**config.mk**
```make
export PLATFORM = sky130hd
export DESIGN_NAME = vector_accumulator
export DESIGN_NICKNAME = d
export VERILOG_FILES = /design/src/rtl/vector_accumulator_pkg.sv /design/src/rtl/vector_accumulator_vadd.sv /design/src/rtl/vector_accumulator.sv
export SDC_FILE = /design/constraint.sdc
export NUM_CORES = 1
export LEC_CHECK = 0
export BUFFER_PORTS_ARGS = -buffer_cell sky130_fd_sc_hd__buf_2
export CELL_PAD_IN_SITES_DETAIL_PLACEMENT = 1
export CELL_PAD_IN_SITES_GLOBAL_PLACEMENT = 1
export CORE_MARGIN = 1
export CORE_UTILIZATION = 40
export DETAILED_ROUTE_END_ITERATION = 8
export MAX_ROUTING_LAYER = met4
export PLACE_DENSITY_LB_ADDON = 0.2
export SYNTH_ARGS = -nofsm -noshare
export SYNTH_HDL_FRONTEND = slang
export SYNTH_SLANG_ARGS = --single-unit
```
**constraint.sdc**
```tcl
create_clock -name clk -period 67.3 [get_ports clk]
set_input_delay 10.095 -clock clk [delete_from_list [all_inputs] [get_ports clk]]
set_output_delay 10.095 -clock clk [all_outputs]
set_load 0.05 [all_outputs]
```
**src/rtl/vector_accumulator_pkg.sv**
```systemverilog
// Shared definitions for the vector accumulator: FSM encoding, fp32 constants
// and the scalar fp32 adder used by every lane of the vector datapath.
package vector_accumulator_pkg;

    typedef enum logic [1:0] {
        IDLE  = 2'd0,
        ACCUM = 2'd1,
        DONE  = 2'd2
    } state_t;

    localparam logic [31:0] FP32_ZERO = 32'h0000_0000;
    localparam logic [31:0] FP32_QNAN = 32'h7FC0_0000;

    // IEEE-754 single-precision add, round-to-nearest-even, gradual underflow.
    // Any NaN operand, or inf - inf, yields the canonical quiet NaN.
    function automatic logic [31:0] fp32_add(
        input logic [31:0] a,
        input logic [31:0] b
    );
        logic [31:0] x;
        logic [31:0] y;
        logic [7:0]  ex;
        logic [7:0]  ey;
        logic [7:0]  d;
        logic [26:0] mx;
        logic [26:0] my;
        logic [26:0] sh;
        logic [27:0] s;
        logic        stk;
        logic        rnd;
        logic [9:0]  e;
        logic [24:0] m;
        logic [31:0] r;

        x   = a;
        y   = b;
        ex  = 8'd0;
        ey  = 8'd0;
        d   = 8'd0;
        mx  = '0;
        my  = '0;
        sh  = '0;
        s   = '0;
        stk = 1'b0;
        rnd = 1'b0;
        e   = '0;
        m   = '0;
        r   = FP32_ZERO;

        if (a[30:0] > 31'h7F80_0000 || b[30:0] > 31'h7F80_0000) begin
            r = FP32_QNAN;
        end else if (a[30:23] == 8'hFF && b[30:23] == 8'hFF) begin
            r = (a[31] != b[31]) ? FP32_QNAN : a;
        end else if (a[30:23] == 8'hFF) begin
            r = a;
        end else if (b[30:23] == 8'hFF) begin
            r = b;
        end else begin
            // x is the larger magnitude; its sign decides the result sign
            if (b[30:0] > a[30:0]) begin
                x = b;
                y = a;
            end
            ex = (x[30:23] == 8'd0) ? 8'd1 : x[30:23];
            ey = (y[30:23] == 8'd0) ? 8'd1 : y[30:23];
            mx = {x[30:23] != 8'd0, x[22:0], 3'b000};
            my = {y[30:23] != 8'd0, y[22:0], 3'b000};
            d  = ex - ey;

            // align smaller operand; shifted-out bits fold into a sticky LSB
            if (d > 8'd26) begin
                sh  = '0;
                stk = |my;
            end else begin
                sh  = my >> d;
                stk = |(my & ~({27{1'b1}} << d));
            end
            sh[0] = sh[0] | stk;

            if (x[31] == y[31]) begin
                s = {1'b0, mx} + {1'b0, sh};
            end else begin
                s = {1'b0, mx} - {1'b0, sh};
            end
            e = {2'b00, ex};

            if (s == 28'd0) begin
                // exact cancellation is +0 unless both inputs are -0
                r = {x[31] & y[31], 31'd0};
            end else begin
                if (s[27]) begin
                    s = {1'b0, s[27:2], s[1] | s[0]};
                    e = e + 10'd1;
                end
                for (int i = 0; i < 26; i++) begin
                    if (!s[26] && e > 10'd1) begin
                        s = s << 1;
                        e = e - 10'd1;
                    end
                end
                rnd = s[2] & (s[1] | s[0] | s[3]);
                m   = {1'b0, s[26:3]} + {24'd0, rnd};
                if (m[24]) begin
                    m = m >> 1;
                    e = e + 10'd1;
                end
                if (e >= 10'd255) begin
                    r = {x[31], 8'hFF, 23'd0};
                end else begin
                    // m[23]==0 here means the result stayed subnormal
                    r = {x[31], m[23] ? e[7:0] : 8'd0, m[22:0]};
                end
            end
        end
        return r;
    endfunction

endpackage

```
**src/rtl/vector_accumulator_vadd.sv**
```systemverilog
// Combinational element-wise fp32 vector adder; lanes are fully independent.
// Ports: a, b - packed fp32 vectors (lane i at [32*i+:32]); sum - a + b per lane.
module vector_addition
    import vector_accumulator_pkg::*;
#(
    parameter int VLEN = 1
) (
    input  logic [32*VLEN-1:0] a,
    input  logic [32*VLEN-1:0] b,
    output logic [32*VLEN-1:0] sum
);

    for (genvar g = 0; g < VLEN; g++) begin : g_lane
        assign sum[32*g +: 32] = fp32_add(a[32*g +: 32], b[32*g +: 32]);
    end

endmodule

```
**src/rtl/vector_accumulator.sv**
```systemverilog
// Sums NUM_TERMS fp32 vectors element-wise and hands the result downstream.
// Ports:
//   clk, rst_n (sync, active-low), clear (sync abort of the current sum)
//   in_valid/in_ready/in_data    - producer side, one vector per beat
//   out_valid/out_ready/out_data - consumer side, registered sum
//   busy                         - a sum is in progress or waiting to drain
module vector_accumulator
    import vector_accumulator_pkg::*;
#(
    parameter int VLEN      = 1,
    parameter int NUM_TERMS = 4
) (
    input  logic              clk,
    input  logic              rst_n,
    input  logic              clear,
    input  logic              in_valid,
    output logic              in_ready,
    input  logic [32*VLEN-1:0] in_data,
    output logic              out_valid,
    input  logic              out_ready,
    output logic [32*VLEN-1:0] out_data,
    output logic              busy
);

    localparam int CNT_W = $clog2(NUM_TERMS + 1);
    localparam logic [CNT_W-1:0] LAST = CNT_W'(NUM_TERMS - 1);
    localparam logic [32*VLEN-1:0] ACC_ZERO = {VLEN{FP32_ZERO}};

    state_t            state;
    state_t            state_nx;
    logic [CNT_W-1:0]  cnt;
    logic [CNT_W-1:0]  cnt_nx;
    logic [32*VLEN-1:0] acc;
    logic [32*VLEN-1:0] acc_nx;
    logic [32*VLEN-1:0] sum;
    logic              accept;

    vector_addition #(
        .VLEN(VLEN)
    ) u_vadd (
        .a  (acc),
        .b  (in_data),
        .sum(sum)
    );

    assign in_ready  = (state != DONE) && !clear;
    assign accept    = in_valid && in_ready;
    assign out_valid = (state == DONE);
    assign out_data  = acc;
    assign busy      = (state == ACCUM) || (state == DONE);

    always_ff @(posedge clk) begin
        if (!rst_n) begin
            state <= IDLE;
            cnt   <= '0;
            acc   <= ACC_ZERO;
        end else begin
            state <= state_nx;
            cnt   <= cnt_nx;
            acc   <= acc_nx;
        end
    end

    always_comb begin
        state_nx = state;
        cnt_nx   = cnt;
        acc_nx   = acc;
        if (clear) begin
            state_nx = IDLE;
            cnt_nx   = '0;
            acc_nx   = ACC_ZERO;
        end else begin
            unique case (state)
                IDLE, ACCUM: begin
                    if (accept) begin
                        acc_nx = sum;
                        if (cnt == LAST) begin
                            state_nx = DONE;
                            cnt_nx   = '0;
                        end else begin
                            state_nx = ACCUM;
                            cnt_nx   = cnt + 1'b1;
                        end
                    end
                end
                DONE: begin
                    if (out_ready) begin
                        state_nx = IDLE;
                        acc_nx   = ACC_ZERO;
                    end
                end
                default: begin
                    state_nx = IDLE;
                    cnt_nx   = '0;
                    acc_nx   = ACC_ZERO;
                end
            endcase
        end
    end

endmodule
```
==> results.toml <==
[yosys]
ys_types = 155
synth_top_area_share_pct = 8.25
yosysWarningCount = 0
synth_ff_type = "dfxtp_1"
synth_edf_count = 0
synthCells = 5311
ys_seq_elements = 37
synth_top_area_cell = "nor2_1"
synth_nets = 5499
synthArstFlopShare_pct = 0
synthTopCellsByArea = "nor2_1, nand2_1, a21oi_1"
synth.cell_area_um2 = 33100
yosysSeqAreaShare_pct = 2.24
syn_avg_cell_area_um2 = 6.23

[routing]
highest_layer = "met4"
viasPerCell = 6.53
drc = 0
ant_nets = 0
route.met2.wl_um = 70000
wl_met3_um = 6390
drt_iter0_markers = 2928
vias = 41300
routed_wl_um = 147000
wl_per_cell_um = 23.2
detail_route.first_pass.iterations = 5
wl_met1_um = 65800

[floorplanning]
dieArea_um2 = 83800
core.rowCount = 105
die_w_um = 290
die_y_um = 290
start_util_pct = 40.3
boundaryPins = 72
core_area_um2 = 82000

[grt]
grt_pass1_vias = 39800
grt-ovfl-total = 0
grt_max_degree = 50
track_usage_pct = 34.1
grt_pass1_wl_um = 227000
antenna_found_initial = 3

[sta]
fmax_mhz = 15.8
period_minus_slack_ns = 63.41
finalCritPeriodShare_pct = 94.2
setup_violations = 0
drv_slew = 0
finalWorstSetupSlack_ns = 3.89
maxSlewHeadroom_pct = 12.5
finClkSkew_ns = 0.00672
hold_viol = 0
tns_ns = 0
worstMarginPinSlew_ns = 1.30

[setup_path]
r2r_cells = 254
start_kind = "input pin"
r2r_end = "out_data[27]$_SDFFE_PP0P_"
required_ns = 67.45
cpMostUsedCell = "nor2_1"
cp_max_fo = 39
critPathKind = "input pin to flop"
arrival_ns = 63.55
rr_startpoint = "out_data[26]$_SDFFE_PP0P_"
slowest_delay_ns = 0.74
cp_slowest_cell = "nor4_1"
regToRegSetupSlack_ns = 13.03
cp-end-kind = "flop"

[clock_network]
clock-root-buffer = "clkbuf_16"
h-tree-depth = 2
cts_buffer_depth = 2
clkLatencyLatePin_ns = 0.28
cts_buffers = 5
path_clk_slew_ns = 0.06
cts_sinks = 37
cts_tree = "yes"

[worst_hold_path]
hold_end = "cnt[2]$_SDFFE_PP0P_"
min_path_cells = 1
hp-class = "flop to flop"
min_from = "cnt[2]$_SDFFE_PP0P_"

[finish]
syn_to_final_growth_pct = 6.83
nets = 5450
design_area_um2 = 35300
final_core_util_pct = 43.1
layout-drive-gt1-share_pct = 11.3
regArea_um2 = 741
fillCellCount = 11100
multi_input_area_um2 = 30800

[run_status]
outcome = "complete, no violations"

[placed_design]
gp_congestion = 1.01
post-place-ws_ns = -1.06
hpwlAfterDp_um = 118000
place_area_um2 = 34700
port_buffers = 71

[job]
maxCapViolCount = 0
area by class of cell:
class                           count  area share, %
Antenna cell                        2         0.0142
Clock buffer                        6          0.365
Clock inverter                      2         0.0283
Inverter                          194           2.06
Multi-Input combinational cell   4793           87.2
Sequential cell                    37           2.10
Tap cell                         1070           3.79
Timing Repair Buffer              231           4.46
cells in the mapped netlist (49+ instances only):
library cell,count
buf_2,54
nor2_1,727
a211oi_1,73
o21a_1,52
nand2_1,698
mux2i_1,233
nand4_1,61
clkbuf_1,191
o21ai_0,410
nor4_1,53
a21oi_1,502
a21o_1,67
and2_1,64
inv_1,184
xnor2_1,107
mux2_2,61
nand3_1,148
a31oi_1,49
o211ai_1,96
nor3_1,156
and3_1,49
ha_1,149
o21ai_1,73
layer usage:
metal | global-route usage (%) | vias up
li1 | - | 19600
met1 | 43.9 | 20300
met2 | 57.6 | 1110
met3 | 1.89 | 263
met4 | 9.61 | 0
met5 | - | -
stage by stage:
stage / std cells / hold WS, ns
3_5_place_dp: 6284 / 0.468
2_1_floorplan: 5311 / 0.443
5_1_grt: 6335 / 0.502
6_report: 6335 / 0.483
4_1_cts: 6294 / 0.483
3_3_place_gp: 6284 / 0.459
worst max-delay path, delay by kind of cell:
kind / cells / cell delay (ns)
xor+xnor: 14 / 2.86
simple gates: 87 / 17.66
buf+inv: 37 / 5.70
fa+ha+maj: 31 / 7.91
mux: 2 / 0.45
compound gates: 83 / 18.82
cells by family (layout without fill, tap and decap cells):
logic type,after synthesis,in the layout,synth area share [%]
adder cells (fa/ha/maj),151,151,5.76
other,0,2,0
XOR/XNOR,161,161,4.68
flip-flops,37,37,2.24
AO/OA/AOI/OAI,1878,1883,38.3
buffers and inverters,490,433,6.08
multiplexers,307,307,9.74
AND/OR/NAND/NOR,2287,2291,33.2
flip-flops by register name (all words and copies together) (netlist names):
signal	count
cnt	3
state	2
out_data	32
worst max path at each step:
stage,slack (ns),to,startpoint,cells after the start
detailed placement,-1.06,out_data[27]$_SDFFE_PP0P_,in_data[30],249
finish,3.89,out_data[27]$_SDFFE_PP0P_,in_data[26],254
global route,-0.15,out_data[29]$_SDFFE_PP0P_,in_data[26],259
floorplan,0.04,out_data[30]$_SDFFE_PP0P_,in_data[30],319
CTS,0.15,out_data[30]$_SDFFE_PP0P_,in_data[30],247
global placement,1.21,out_data[30]$_SDFFE_PP0P_,in_data[26],247
repair_timing:
action                     CTS  global route
hold buffers                 0             0
gates cloned                 2             7
resized for setup            4            35
pin swaps                    2            13
buffers inserted             0            32
setup endpoints to repair   31            31
cell usage in the layout (no fill, tap or decap), types with 29 or more instances in the layout:
master	count
nor2_1	724
nand2_1	696
a21oi_1	492
o21ai_0	402
mux2i_1	232
inv_1	184
buf_4	156
nor3_1	154
nand3_1	147
ha_1	140
xnor2_1	101
o211ai_1	96
a211oi_1	73
o21ai_1	72
buf_2	71
a21o_1	67
and2_1	62
nand4_1	61
mux2_2	61
nor4_1	53
o21a_1	52
and3_1	49
a31oi_1	49
nand2b_1	45
or3_1	40
xor2_1	38
o31ai_1	37
dfxtp_1	37
or2_2	36
nor2b_1	29
Power is not shown: default switching activity piles up to over one toggle a cycle in this logic, so the estimate is an artifact.
